**src/rtl/arithmetic_fu_pipe.sv**
```systemverilog
// Pipelined ADD/SUB/SLT/SLTU/MIN/MAX unit with ROB tag; latency STAGES cycles, 1 op/cycle.
// Valid/ready backpressure from the CDB side fills the pipe up to STAGES ops; flush drops all in-flight ops.
module arithmetic_fu_pipe #(
  parameter int XLEN   = 32,
  parameter int TAG_W  = 6,
  parameter int STAGES = 2
) (
  input  logic             clk,
  input  logic             rst,
  input  logic             valid_in,
  output logic             ready_in,
  input  logic             additional_info,
  input  logic [2:0]       arithmetic_type,
  input  logic [XLEN-1:0]  rs1,
  input  logic [XLEN-1:0]  rs2,
  input  logic [TAG_W-1:0] tag_in,
  input  logic             flush,
  output logic             valid_out,
  input  logic             ready_out,
  output logic [XLEN-1:0]  result,
  output logic [TAG_W-1:0] tag_out
);

  typedef struct packed {
    logic [XLEN-1:0]  res;
    logic [TAG_W-1:0] tag;
  } entry_t;

  logic [STAGES-1:0] valid_q;
  entry_t            stage_q [STAGES];
  logic [STAGES-1:0] load;
  logic              go;
  logic              lt_s;
  logic              lt_u;
  logic [XLEN-1:0]   alu_res;

  assign lt_s = $signed(rs1) < $signed(rs2);
  assign lt_u = rs1 < rs2;

  always_comb begin
    alu_res = '0;
    case (arithmetic_type)
      3'd0: alu_res = additional_info ? (rs1 - rs2) : (rs1 + rs2);
      3'd2: alu_res = {{(XLEN-1){1'b0}}, lt_s};
      3'd3: alu_res = {{(XLEN-1){1'b0}}, lt_u};
      // additional_info flips MIN into MAX by inverting which operand wins
      3'd4: alu_res = (lt_s ^ additional_info) ? rs1 : rs2;
      3'd5: alu_res = (lt_u ^ additional_info) ? rs1 : rs2;
      default: alu_res = '0;
    endcase
  end

  // A stage may load when it is empty or its content moves on; the chain runs back from the CDB.
  always_comb begin
    load = '0;
    go   = ready_out;
    for (int i = STAGES - 1; i >= 0; i--) begin
      load[i] = !valid_q[i] | go;
      go      = load[i];
    end
  end

  assign ready_in = load[0];

  always_ff @(posedge clk) begin
    if (rst) begin
      valid_q <= '0;
      for (int i = 0; i < STAGES; i++) begin
        stage_q[i] <= '0;
      end
    end else begin
      if (load[0]) begin
        valid_q[0] <= valid_in;
        if (valid_in) begin
          stage_q[0] <= '{res: alu_res, tag: tag_in};
        end
      end
      for (int i = 1; i < STAGES; i++) begin
        if (load[i]) begin
          valid_q[i] <= valid_q[i-1];
          if (valid_q[i-1]) begin
            stage_q[i] <= stage_q[i-1];
          end
        end
      end
      if (flush) begin
        valid_q <= '0;
      end
    end
  end

  assign valid_out = valid_q[STAGES-1];
  assign result    = stage_q[STAGES-1].res;
  assign tag_out   = stage_q[STAGES-1].tag;

endmodule
```
**config.mk**
```make
export PLATFORM = sky130hd
export DESIGN_NAME = arithmetic_fu_pipe
export DESIGN_NICKNAME = d
export VERILOG_FILES = /design/src/rtl/arithmetic_fu_pipe.sv
export SDC_FILE = /design/constraint.sdc
export NUM_CORES = 1
export LEC_CHECK = 0
export BUFFER_PORTS_ARGS = -buffer_cell sky130_fd_sc_hd__buf_4
export CORE_UTILIZATION = 63
export DETAILED_ROUTE_END_ITERATION = 10
export PLACE_DENSITY_LB_ADDON = 0.08
export SLEW_MARGIN = 20
export SYNTH_ARGS = -nofsm -noshare
export SYNTH_HDL_FRONTEND = slang
export SYNTH_SLANG_ARGS = --single-unit
```
**constraint.sdc**
```tcl
create_clock -name clk -period 5.8 [get_ports clk]
set_clock_uncertainty 0.05 [all_clocks]
set_input_delay 0.29 -clock clk [delete_from_list [all_inputs] [get_ports clk]]
set_output_delay 0.29 -clock clk [all_outputs]
set_load 0.02 [all_outputs]
```
==> results.py <==
metrics = {
    "grt": {
        "grt_overflow": 0,
        "antenna_found_initial": 0,
        "grt_pass1_vias": 6222,
        "grt_use_total_pct": 31.0,
        "grt_max_degree": 49,
        "grt_pass1_wl_um": 30500,
    },
    "outcome": {
        "violations": "design-rule violations",
        "status": "complete, but fails checks",
    },
    "timing": {
        "post-route-min-period_ns": 3.94,
        "setup_ws_ns": 1.86,
        "slew_headroom_pct": 29.7,
        "worst_pin_slew_ns": 1.05,
        "drv_slew": 0,
        "setup_viol": 0,
        "setup_tns_ns": 0,
        "max_freq_mhz": 254,
        "hold_viol": 0,
        "finalCritPeriodShare_pct": 67.9,
        "grt_setup_unrepaired": "no",
    },
    "drt": {
        "vias": 6641,
        "firstDrtPassIters": 9,
        "route.detailed.drc": 22,
        "post_drt_via_cell_ratio": 6.36,
        "drt-initial-drc-count": 570,
        "ant_nets": 0,
        "wire_per_inst_um": 18.4,
        "drt-total-wl_um": 19200,
    },
    "critical_path": {
        "critPathMaxFanout": 14,
        "cp.arrival_ns": 3.95,
        "required_ns": 5.81,
        "path_class": "input port to register",
        "cp-start-kind": "input port",
        "crit_path_end_kind": "register",
    },
    "power_and_ir_drop": {
        "switching_share_pct": 31.2,
        "p_leak_nw": 3.68,
        "p_sw_mw": 0.608,
        "p_int_mw": 1.34,
        "peakVddDrop_v": 0.000190,
        "pwr-share-clk_pct": 33.4,
        "share_comb_of_total_power_pct": 32.3,
        "power_per_cell_area_mw_per_mm2": 230,
        "seqPwrFrac_pct": 34.3,
    },
    "final_layout": {
        "final_cells": 1044,
        "syn_to_final_growth_pct": 12.7,
        "fillers": 915,
        "utilization_pct": 73.6,
        "num_antenna_cells": 0,
        "final_cell_area_sq_mm": 0.00848,
        "drive_above_1_share_pct": 17.3,
        "multi_input_area_sq_mm": 0.00450,
        "fin_nets": 1040,
        "seqCellArea_sq_mm": 0.00232,
    },
    "clock_tree": {
        "clockRootBuffer": "clkbuf_16",
        "clk_latency_ns": 0.34,
        "cts_hold_buf": 0,
        "cts.clk_slew.worst_paths_ns": 0.07,
        "cts_setup_buffers": 0,
        "cts_tree": "done",
        "cts_resized": 0,
        "cts_max_level": 3,
        "clock_sinks": 78,
        "clockBufferDepth": 2,
        "cts_buffers": 9,
    },
    "place": {
        "numPortBuffers": 118,
        "hpwl_um": 14100,
        "placed_area_sq_mm": 0.00814,
        "globalplace.congestion": 0.956,
        "dp_cells": 1028,
        "dpl_worst_slack_ns": 1.55,
    },
    "synthesis": {
        "synthArstFlopShare_pct": 0,
        "synth_cell_type_count": 69,
        "ys.flop_type": "edfxtp_1",
        "syn_avg_cell_area_sq_um": 8.88,
        "postSynthCellCount": 847,
        "yosysSeqAreaShare_pct": 30.9,
        "synth_edf_count": 76,
        "ys_ff_latch": 78,
        "yosys_warnings": 0,
        "synth_nets": 991,
        "syn_area_sq_mm": 0.00752,
    },
    "hold_path": {
        "hp-class": "input port to register",
    },
    "flow_run": {
        "maxCapViolations": 0,
    },
    "floorplanning": {
        "io-pin-count": 119,
        "num_rows": 39,
        "fp.dieH_um": 111,
        "die_w_um": 111,
        "start_util_pct": 65.3,
        "die-area_sq_mm": 0.0124,
        "core_sq_mm": 0.0115,
    },
}
[cells in the final DEF (no fill, tap or decap), types with 15 or more instances in the layout]
master / netlist / layout
and2_1: 53 / 53
o221ai_1: 16 / 16
o21ai_0: 42 / 42
nor2_1: 55 / 55
a21oi_1: 67 / 67
mux2i_1: 43 / 43
nand2_1: 48 / 48
ha_1: 63 / 63
xnor2_1: 23 / 23
o22ai_1: 15 / 15
buf_4: 41 / 121
edfxtp_1: 76 / 76
inv_1: 60 / 59
[worst paths after layout]
| check | from | endpoint | slack [ns] | cells past startpoint |
|---|---|---|---|---|
| worst max-delay path | rs2[23] | stage_q[0][17]$_SDFFCE_PN0P_ | 1.86 | 13 |
| worst min-delay path | flush | valid_q[1]$_SDFFE_PP0P_ | 0.08 | 2 |
| worst min register to register | stage_q[0][1]$_SDFFCE_PN0P_ | stage_q[0][39]$_SDFFCE_PN0P_ | 0.47 | 1 |
| worst max register to register | valid_q[1]$_SDFFE_PP0P_ | stage_q[0][26]$_SDFFCE_PN0P_ | 3.01 | 9 |
[metrics by stage]
stage	power, mW	hold WS, ns
finish	1.95	0.0800
global route	2.03	0.0691
CTS	1.95	0.0661
detailed placement	1.30	0.424
global placement	1.28	0.417
floorplan	1.13	0.317
[cells by family after synthesis]
group           after synthesis  synth area share [%]
compound gates              244                  21.7
xor+xnor                     29                  3.63
simple gates                241                  16.8
flops                        78                  30.9
fa+ha+maj                    65                  11.0
buf+inv                     143                  9.48
mux                          47                  6.47
[power by group through the flow]
stage | Combinational, mW | Sequential [mW] | Clock [mW]
2_1_floorplan | 0.460 | 0.674 | 0
3_3_place_gp | 0.603 | 0.679 | 0
3_5_place_dp | 0.615 | 0.680 | 0
4_1_cts | 0.620 | 0.669 | 0.660
5_1_grt | 0.683 | 0.672 | 0.679
6_report | 0.629 | 0.669 | 0.652
[synthesized netlist by cell type (all sizes together), types with 10 or more instances]
master	count	area [sq um]
and2	53	332
o211ai	10	75.1
nor2	55	206
buf	50	364
mux2i	44	453
edfxtp	76	2280
nor3	14	81.3
clkbuf	33	124
xnor2	24	229
inv	60	225
nand3	10	50.1
nand2	48	180
o221ai	16	140
o21ai	46	230
ha	63	788
o21bai	12	90.1
nor2b	11	68.8
a21oi	67	335
o22ai	15	93.8
[sequential cells by signal (all words and copies together) (netlist names)]
| register | cells |
|---|---|
| stage_q | 76 |
| valid_q | 2 |
[cell type report]
cell class | instances | area share, %
timing repair buffer | 121 | 10.7
clock inverter | 5 | 1.27
sequential | 78 | 27.4
tap | 143 | 2.11
clock buffer | 11 | 2.75
inverter | 60 | 2.66
multi-input combinational | 626 | 53.1
[layer usage]
metal | GRT usage (%) | part of all wire (%)
met5 | 0 | 0
met4 | 11.2 | 2.4
met3 | 5.69 | 9.6
met2 | 50.5 | 47
met1 | 41.4 | 41
[critical path: stages]
cell and delay, ns:
buf_4 0.10, inv_1 0.04, ha_1 0.52, nand2_1 0.22
or4_1 0.59, nand2b_1 0.16, o211a_1 0.17, and2_1 0.23
nor3_1 0.39, nor3_4 0.17, mux2i_4 0.67, mux2i_1 0.27
o22ai_1 0.11
Power figures use the tool's default switching activity.
